$ cat src/rtl/xbar_pkg.sv
// Shared sizing, route type and per-output FSM encoding for the crossbar scheduler.
package xbar_pkg;

   localparam int N_SIZE     = 4;
   localparam int ROUTE_BITS = $clog2(N_SIZE);

   typedef logic [ROUTE_BITS-1:0] route_t;

   typedef enum logic {
      IDLE   = 1'b0,
      LOCKED = 1'b1
   } xbar_sched_state_t;

   // Round-robin successor of an input index, wrapping N_SIZE-1 back to 0.
   function automatic route_t next_route(input route_t cur);
      return (cur == route_t'(N_SIZE - 1)) ? '0 : route_t'(cur + 1'b1);
   endfunction

endpackage

$ cat src/rtl/xbar_scheduler_if.sv
// Request/grant bundle between the input FIFOs, the scheduler and the crossbar datapath.
interface xbar_scheduler_if;
   import xbar_pkg::*;

   logic   [N_SIZE-1:0]             req_valid;
   route_t [N_SIZE-1:0]             req_dest;
   logic   [N_SIZE-1:0]             req_last;
   logic   [N_SIZE-1:0]             out_ready;

   logic   [N_SIZE-1:0][N_SIZE-1:0] enable_bus;
   logic   [N_SIZE-1:0]             pop_bus;
   logic   [N_SIZE-1:0]             out_valid;
   logic   [N_SIZE-1:0]             locked;
   logic                            stall;

   // master: requesters and output sinks; slave: the scheduler.
   modport master (
      output req_valid, req_dest, req_last, out_ready,
      input  enable_bus, pop_bus, out_valid, locked, stall
   );

   modport slave (
      input  req_valid, req_dest, req_last, out_ready,
      output enable_bus, pop_bus, out_valid, locked, stall
   );

endinterface

$ cat src/rtl/rr_pick.sv
// Combinational round-robin picker: first set request at or after the start index, with wrap.
module rr_pick #(
   parameter int N  = 4,
   parameter int IW = $clog2(N)
) (
   input  logic [N-1:0]  req,
   input  logic [IW-1:0] start,
   output logic [N-1:0]  grant,
   output logic [IW-1:0] idx,
   output logic          found
);

   int            pos;
   logic [IW-1:0] pos_idx;

   // NOTE: combinational blocks use blocking '=' and give every output a default
   // first; a path that skips an assignment would otherwise infer a latch.
   always_comb begin
      grant   = '0;
      idx     = '0;
      found   = 1'b0;
      pos     = 0;
      pos_idx = '0;
      for (int k = 0; k < N; k++) begin
         pos = int'(start) + k;
         if (pos >= N) pos = pos - N;
         pos_idx = IW'(pos);
         if (!found && req[pos_idx]) begin
            grant[pos_idx] = 1'b1;
            idx            = pos_idx;
            found          = 1'b1;
         end
      end
   end

endmodule

$ cat src/rtl/xbar_scheduler.sv
// Packet-aware round-robin scheduler: one IDLE/LOCKED arbiter per crossbar output,
// driving the enable matrix, per-input FIFO pops and the stall flag.
module xbar_scheduler
   import xbar_pkg::*;
(
   input logic             CLK,
   input logic             RST,
   xbar_scheduler_if.slave bus
);

   // cand[j][i]: input i has a beat headed for output j.
   logic [N_SIZE-1:0] cand [N_SIZE];

   logic [N_SIZE-1:0] rr_oh    [N_SIZE];
   route_t            rr_idx   [N_SIZE];
   logic [N_SIZE-1:0] rr_found;

   xbar_sched_state_t state_q [N_SIZE];
   xbar_sched_state_t state_d [N_SIZE];
   route_t            ptr_q   [N_SIZE];
   route_t            ptr_d   [N_SIZE];
   route_t            owner_q [N_SIZE];
   route_t            owner_d [N_SIZE];

   logic [N_SIZE-1:0] win_oh  [N_SIZE];
   route_t            win_idx [N_SIZE];
   logic [N_SIZE-1:0] win_any;
   logic [N_SIZE-1:0] xfer;

   logic [N_SIZE-1:0][N_SIZE-1:0] enable;
   logic [N_SIZE-1:0]             pop;

   always_comb begin
      for (int j = 0; j < N_SIZE; j++) begin
         cand[j] = '0;
         for (int i = 0; i < N_SIZE; i++) begin
            cand[j][i] = bus.req_valid[i] && (bus.req_dest[i] == route_t'(j));
         end
      end
   end

   for (genvar j = 0; j < N_SIZE; j++) begin : g_pick
      rr_pick #(
         .N  (N_SIZE),
         .IW (ROUTE_BITS)
      ) u_rr_pick (
         .req   (cand[j]),
         .start (ptr_q[j]),
         .grant (rr_oh[j]),
         .idx   (rr_idx[j]),
         .found (rr_found[j])
      );
   end

   // State register.
   // NOTE: sequential state uses non-blocking '<=' so every register samples
   // pre-edge values. Only the small control registers are reset.
   always_ff @(posedge CLK) begin
      if (RST) begin
         for (int j = 0; j < N_SIZE; j++) begin
            state_q[j] <= IDLE;
            ptr_q[j]   <= '0;
            owner_q[j] <= '0;
         end
      end else begin
         for (int j = 0; j < N_SIZE; j++) begin
            state_q[j] <= state_d[j];
            ptr_q[j]   <= ptr_d[j];
            owner_q[j] <= owner_d[j];
         end
      end
   end

   // Next-state: a last-beat transfer releases the output and advances the
   // pointer past the winner; any other grant (re)locks onto the winner.
   always_comb begin
      for (int j = 0; j < N_SIZE; j++) begin
         state_d[j] = state_q[j];
         ptr_d[j]   = ptr_q[j];
         owner_d[j] = owner_q[j];
         if (xfer[j] && bus.req_last[win_idx[j]]) begin
            state_d[j] = IDLE;
            ptr_d[j]   = next_route(win_idx[j]);
         end else if (win_any[j]) begin
            state_d[j] = LOCKED;
            owner_d[j] = win_idx[j];
         end
      end
   end

   // Output: winner per output. A locked output only ever serves its owner,
   // which keeps the grant stable under backpressure and across packet beats.
   always_comb begin
      for (int j = 0; j < N_SIZE; j++) begin
         win_oh[j]  = '0;
         win_idx[j] = owner_q[j];
         win_any[j] = 1'b0;
         if (state_q[j] == LOCKED) begin
            win_any[j]             = cand[j][owner_q[j]];
            win_oh[j][owner_q[j]]  = cand[j][owner_q[j]];
         end else begin
            win_oh[j]  = rr_oh[j];
            win_idx[j] = rr_idx[j];
            win_any[j] = rr_found[j];
         end
         xfer[j] = win_any[j] & bus.out_ready[j];
      end
   end

   // Crossbar enable matrix is the transpose of the per-output one-hot grants;
   // each input has one destination, so its pop comes from at most one output.
   always_comb begin
      enable = '0;
      pop    = '0;
      for (int j = 0; j < N_SIZE; j++) begin
         for (int i = 0; i < N_SIZE; i++) begin
            enable[i][j] = win_oh[j][i];
            pop[i]       = pop[i] | (win_oh[j][i] & bus.out_ready[j]);
         end
      end
   end

   always_comb begin
      bus.enable_bus = enable;
      bus.pop_bus    = pop;
      bus.out_valid  = win_any;
      bus.stall      = |(bus.req_valid & ~pop);
      for (int j = 0; j < N_SIZE; j++) begin
         bus.locked[j] = (state_q[j] == LOCKED);
      end
   end

endmodule

$ cat src/flat_wrapper.sv
// flat-port wrapper written by rule: the top's interface ports become plain ports
module xbar_scheduler_flat import xbar_pkg::*;
  (CLK, RST, bus_req_valid, bus_req_dest, bus_req_last, bus_out_ready, bus_enable_bus, bus_pop_bus, bus_out_valid, bus_locked, bus_stall);
  xbar_scheduler_if bus_i ();
  input logic CLK;
  input logic RST;
  input wire logic [$bits(bus_i.req_valid)-1:0] bus_req_valid;
  input wire logic [$bits(bus_i.req_dest)-1:0] bus_req_dest;
  input wire logic [$bits(bus_i.req_last)-1:0] bus_req_last;
  input wire logic [$bits(bus_i.out_ready)-1:0] bus_out_ready;
  output wire logic [$bits(bus_i.enable_bus)-1:0] bus_enable_bus;
  output wire logic [$bits(bus_i.pop_bus)-1:0] bus_pop_bus;
  output wire logic [$bits(bus_i.out_valid)-1:0] bus_out_valid;
  output wire logic [$bits(bus_i.locked)-1:0] bus_locked;
  output wire logic [$bits(bus_i.stall)-1:0] bus_stall;
  assign bus_i.req_valid = bus_req_valid;
  assign bus_i.req_dest = bus_req_dest;
  assign bus_i.req_last = bus_req_last;
  assign bus_i.out_ready = bus_out_ready;
  assign bus_enable_bus = bus_i.enable_bus;
  assign bus_pop_bus = bus_i.pop_bus;
  assign bus_out_valid = bus_i.out_valid;
  assign bus_locked = bus_i.locked;
  assign bus_stall = bus_i.stall;
  xbar_scheduler u_core (.CLK(CLK), .RST(RST), .bus(bus_i));
endmodule
$ cat config.mk
export PLATFORM = sky130hd
export DESIGN_NAME = xbar_scheduler_flat
export DESIGN_NICKNAME = d
export VERILOG_FILES = /design/src/rtl/xbar_pkg.sv /design/src/rtl/xbar_scheduler_if.sv /design/src/rtl/rr_pick.sv /design/src/rtl/xbar_scheduler.sv /design/src/flat_wrapper.sv
export SDC_FILE = /design/constraint.sdc
export NUM_CORES = 1
export LEC_CHECK = 0
export CAP_MARGIN = 15
export CELL_PAD_IN_SITES_DETAIL_PLACEMENT = 0
export CELL_PAD_IN_SITES_GLOBAL_PLACEMENT = 1
export CORE_AREA = 2 2 90 92
export CTS_BUF_LIST = sky130_fd_sc_hd__clkbuf_4 sky130_fd_sc_hd__clkbuf_8
export CTS_CLUSTER_SIZE = 14
export DETAILED_ROUTE_END_ITERATION = 8
export DIE_AREA = 0 0 92 94
export PLACE_DENSITY = 0.86
export SYNTH_ARGS = -nofsm -noshare
export SYNTH_HDL_FRONTEND = slang
export SYNTH_HIERARCHICAL = 1
export SYNTH_SLANG_ARGS = --single-unit
$ cat constraint.sdc
create_clock -name CLK -period 15.9 [get_ports CLK]
set_clock_uncertainty 0.05 [all_clocks]
set_input_delay 4.77 -clock CLK [delete_from_list [all_inputs] [get_ports CLK]]
set_output_delay 4.77 -clock CLK [all_outputs]
set_load 0.05 [all_outputs]
==> metrics.txt <==
Overflow after GRT 0; DRT Pass-1 Iters 5; Core Util, Final 0.5329; layout cells sized above 1 0.1066; placed insts 540; Longest Clk Path Bufs 2; Nets 485; CP max-delay cell clkdlybuf4s50_1; post-route ant nets 0; critical path class input pin to primary output; post-route minimum period 13.78 ns; Synth async-reset ratio 0; CTS HTree Levels 1; synth top area cells dfxtp_1, mux4_2, ha_1, a22oi_1, mux4_1; Max VDD drop 0.00009105 V; Ys Warns 6; Syn Area/Cell 8.645 sq um; DRT iter0 DRCs 192; GP Congestion 0.9098; Yosys top cell area share 0.1135; via count 3442; worst min-delay path class register to register; Root Driver clkbuf_8; CP endpoint kind primary output; DR WL/cell 17.84 um; die width 92 um; height of the die 94 um; count of cell types in the netlist 64; Worst EP arrival 8.96 ns; Synth Net Count 450; drt drc 0; Worst path max stage delay 0.83 ns; Starting Density 0.4637; #FFs+latches synth 20; P per Cell Area 127.0 mW/mm^2; CTS tree built; cts bufs inserted 3; reg-to-reg setup timing slack 12.16 ns; Tot GR Track Use 0.2244; critical path launch point bus_req_valid[1]; Setup Buffers After CTS 0; Final setup viols 0; slew at the pin closest to its max-slew limit 0.8563 ns; Worst Path Required 11.08 ns; Slew HR 0.4273; clock sinks 20; Die Area 0.008648 sq mm; worst reg2reg path depth 11; TNS Setup 0 ns; Reg-to-Reg Start u_core/ptr_q[3][0]$_SDFFE_PP0P_; Post-synth EDFFs 0; DP HPWL 7457 um; WHS Endpoint u_core/owner_q[0][1]$_SDFFE_PP0P_; Total Power 0.5149 mW; Core Area 0.007607 sq mm; number of global-route vias before repair 3143; Final Hold Viols 0; largest net degree at the start of global routing 23; post_cts resized 0; Cell Count, Final, Fillers Out 543; later-pin clock latency in the skew report 0.26 ns; row count 32; CTS Hold Buffers Added 0; Clock transition at path regs 0.08 ns; synthesis-to-layout area growth 14.93%; post-synth top area cell dfxtp_1; hold path startpoint u_core/owner_q[0][1]$_SDFFE_PP0P_; worst path cell trace clkdlybuf4s50_1 -> nor3b_1 -> mux4_2 -> and2b_2 -> a22oi_1 -> o21ai_0 -> a22o_1 -> a222oi_1 -> nand4_1 -> nand4_1 -> clkdlybuf4s50_1; Seq/Total Area, Yosys 0.1135; Gate Count Post-Synth 408; port buffer count 50; first-pass GRT wire length 15840 um; antenna cells 0; final worst path period share 0.8664; static leakage 1.417 nW; highest clock rate 0.07259 GHz; status complete, no violations; Post-Synthesis Cell Area 0.003527 sq mm; Vias/cell 6.339; worst flop-to-flop path endpoint u_core/ptr_q[3][0]$_SDFFE_PP0P_; Max FO, Critical Path 10; Main synth FF type dfxtp_1; Max Cap Violations 0; io pins 51; RSZ-0062 raised after global routing false; WHS Path Cells 2; Worst Setup Start Kind input pin; initial antenna violation count 0; final WL 9687 um; max-slew violation count 0
critical path, delay by kind of cell:
kind	cells	cell delay [ns]
mux	1	0.50
buf+inv	2	1.44
simple gates	4	1.19
compound gates	4	1.04
final cells by class:
cell class / instances / area, sq um
fillers: 749 / 3553
multi-input cells: 343 / 2890
repair buffers: 50 / 500.5
flip-flops and latches: 20 / 400.4
well taps: 102 / 127.6
inverters: 25 / 93.84
clock buffers: 3 / 41.29
through the flow:
stage	hold slack [ns]	worst slack (ns)	cell area, sq um
5_1_grt	0.5659	2.001	4054
3_5_place_dp	0.5030	2.246	4013
3_3_place_gp	0.5040	2.401	4013
2_1_floorplan	0.4491	3.218	3527
6_report	0.5228	2.124	4054
4_1_cts	0.5170	2.233	4054
cell usage in the layout (no fill, tap or decap), types with 9 or more instances in the layout:
cell type	synthesis	final
nand2_1	20	20
inv_1	24	24
ha_1	20	20
clkdlybuf4s50_1	0	50
a21oi_1	14	14
a22oi_1	33	33
nand3b_1	9	9
mux2i_1	15	15
mux4_2	12	12
nor2b_1	9	9
dfxtp_1	20	20
mux2_2	10	10
nor3b_1	10	10
nor2_1	25	25
o21ai_0	28	28
nand2b_1	12	12
nor3_1	11	11
power breakdown:
part | internal [mW] | switching [mW] | leakage (nW)
Combinational | 0.154 | 0.218 | 1.23
Sequential | 0.0652 | 0.0428 | 0.164
Clock | 0.0169 | 0.0180 | 0.0216
Total | 0.236 | 0.279 | 1.42
worst max-delay path by stage:
| stage | endpoint | slack [ns] | cells past startpoint |
|---|---|---|---|
| final | bus_stall | 2.12 | 11 |
| after global routing | bus_stall | 2.00 | 11 |
| after CTS | bus_stall | 2.23 | 11 |
| after detailed placement | bus_stall | 2.25 | 11 |
| after global placement | bus_stall | 2.40 | 11 |
| after floorplan | bus_stall | 3.22 | 11 |
cells in the mapped netlist (8+ instances only):
library cell / n
ha_1: 20
nand3_1: 8
nand2b_1: 12
mux4_2: 12
dfxtp_1: 20
nor2_1: 25
mux4_1: 8
nor2b_1: 9
inv_1: 24
nand2_1: 20
nor3_1: 11
o21ai_0: 28
a22oi_1: 33
mux2_2: 10
nor3b_1: 10
nand3b_1: 9
mux2i_1: 15
buf_6: 8
a21oi_1: 14
metal layers:
metal  track usage  part of all wire
met5             0                 0
met4       0.02612            0.0061
met3       0.02568             0.077
met2        0.3676              0.45
met1        0.3277              0.47
registers in the layout, indices dropped and copies added (netlist names):
register and cells:
u_core/owner_q 8, u_core/ptr_q 8, u_core/state_q 4
kinds of logic after synthesis:
kind of cell | share of synthesized area
and+or+nand+nor | 0.2770
AOI/OAI and AO/OA | 0.2384
muxes | 0.2231
buffers and inverters | 0.06705
adders and majority gates | 0.07095
DFF | 0.1135
xor gates and xnor gates | 0.009932
Note: power is estimated with default switching activity, not from simulation.
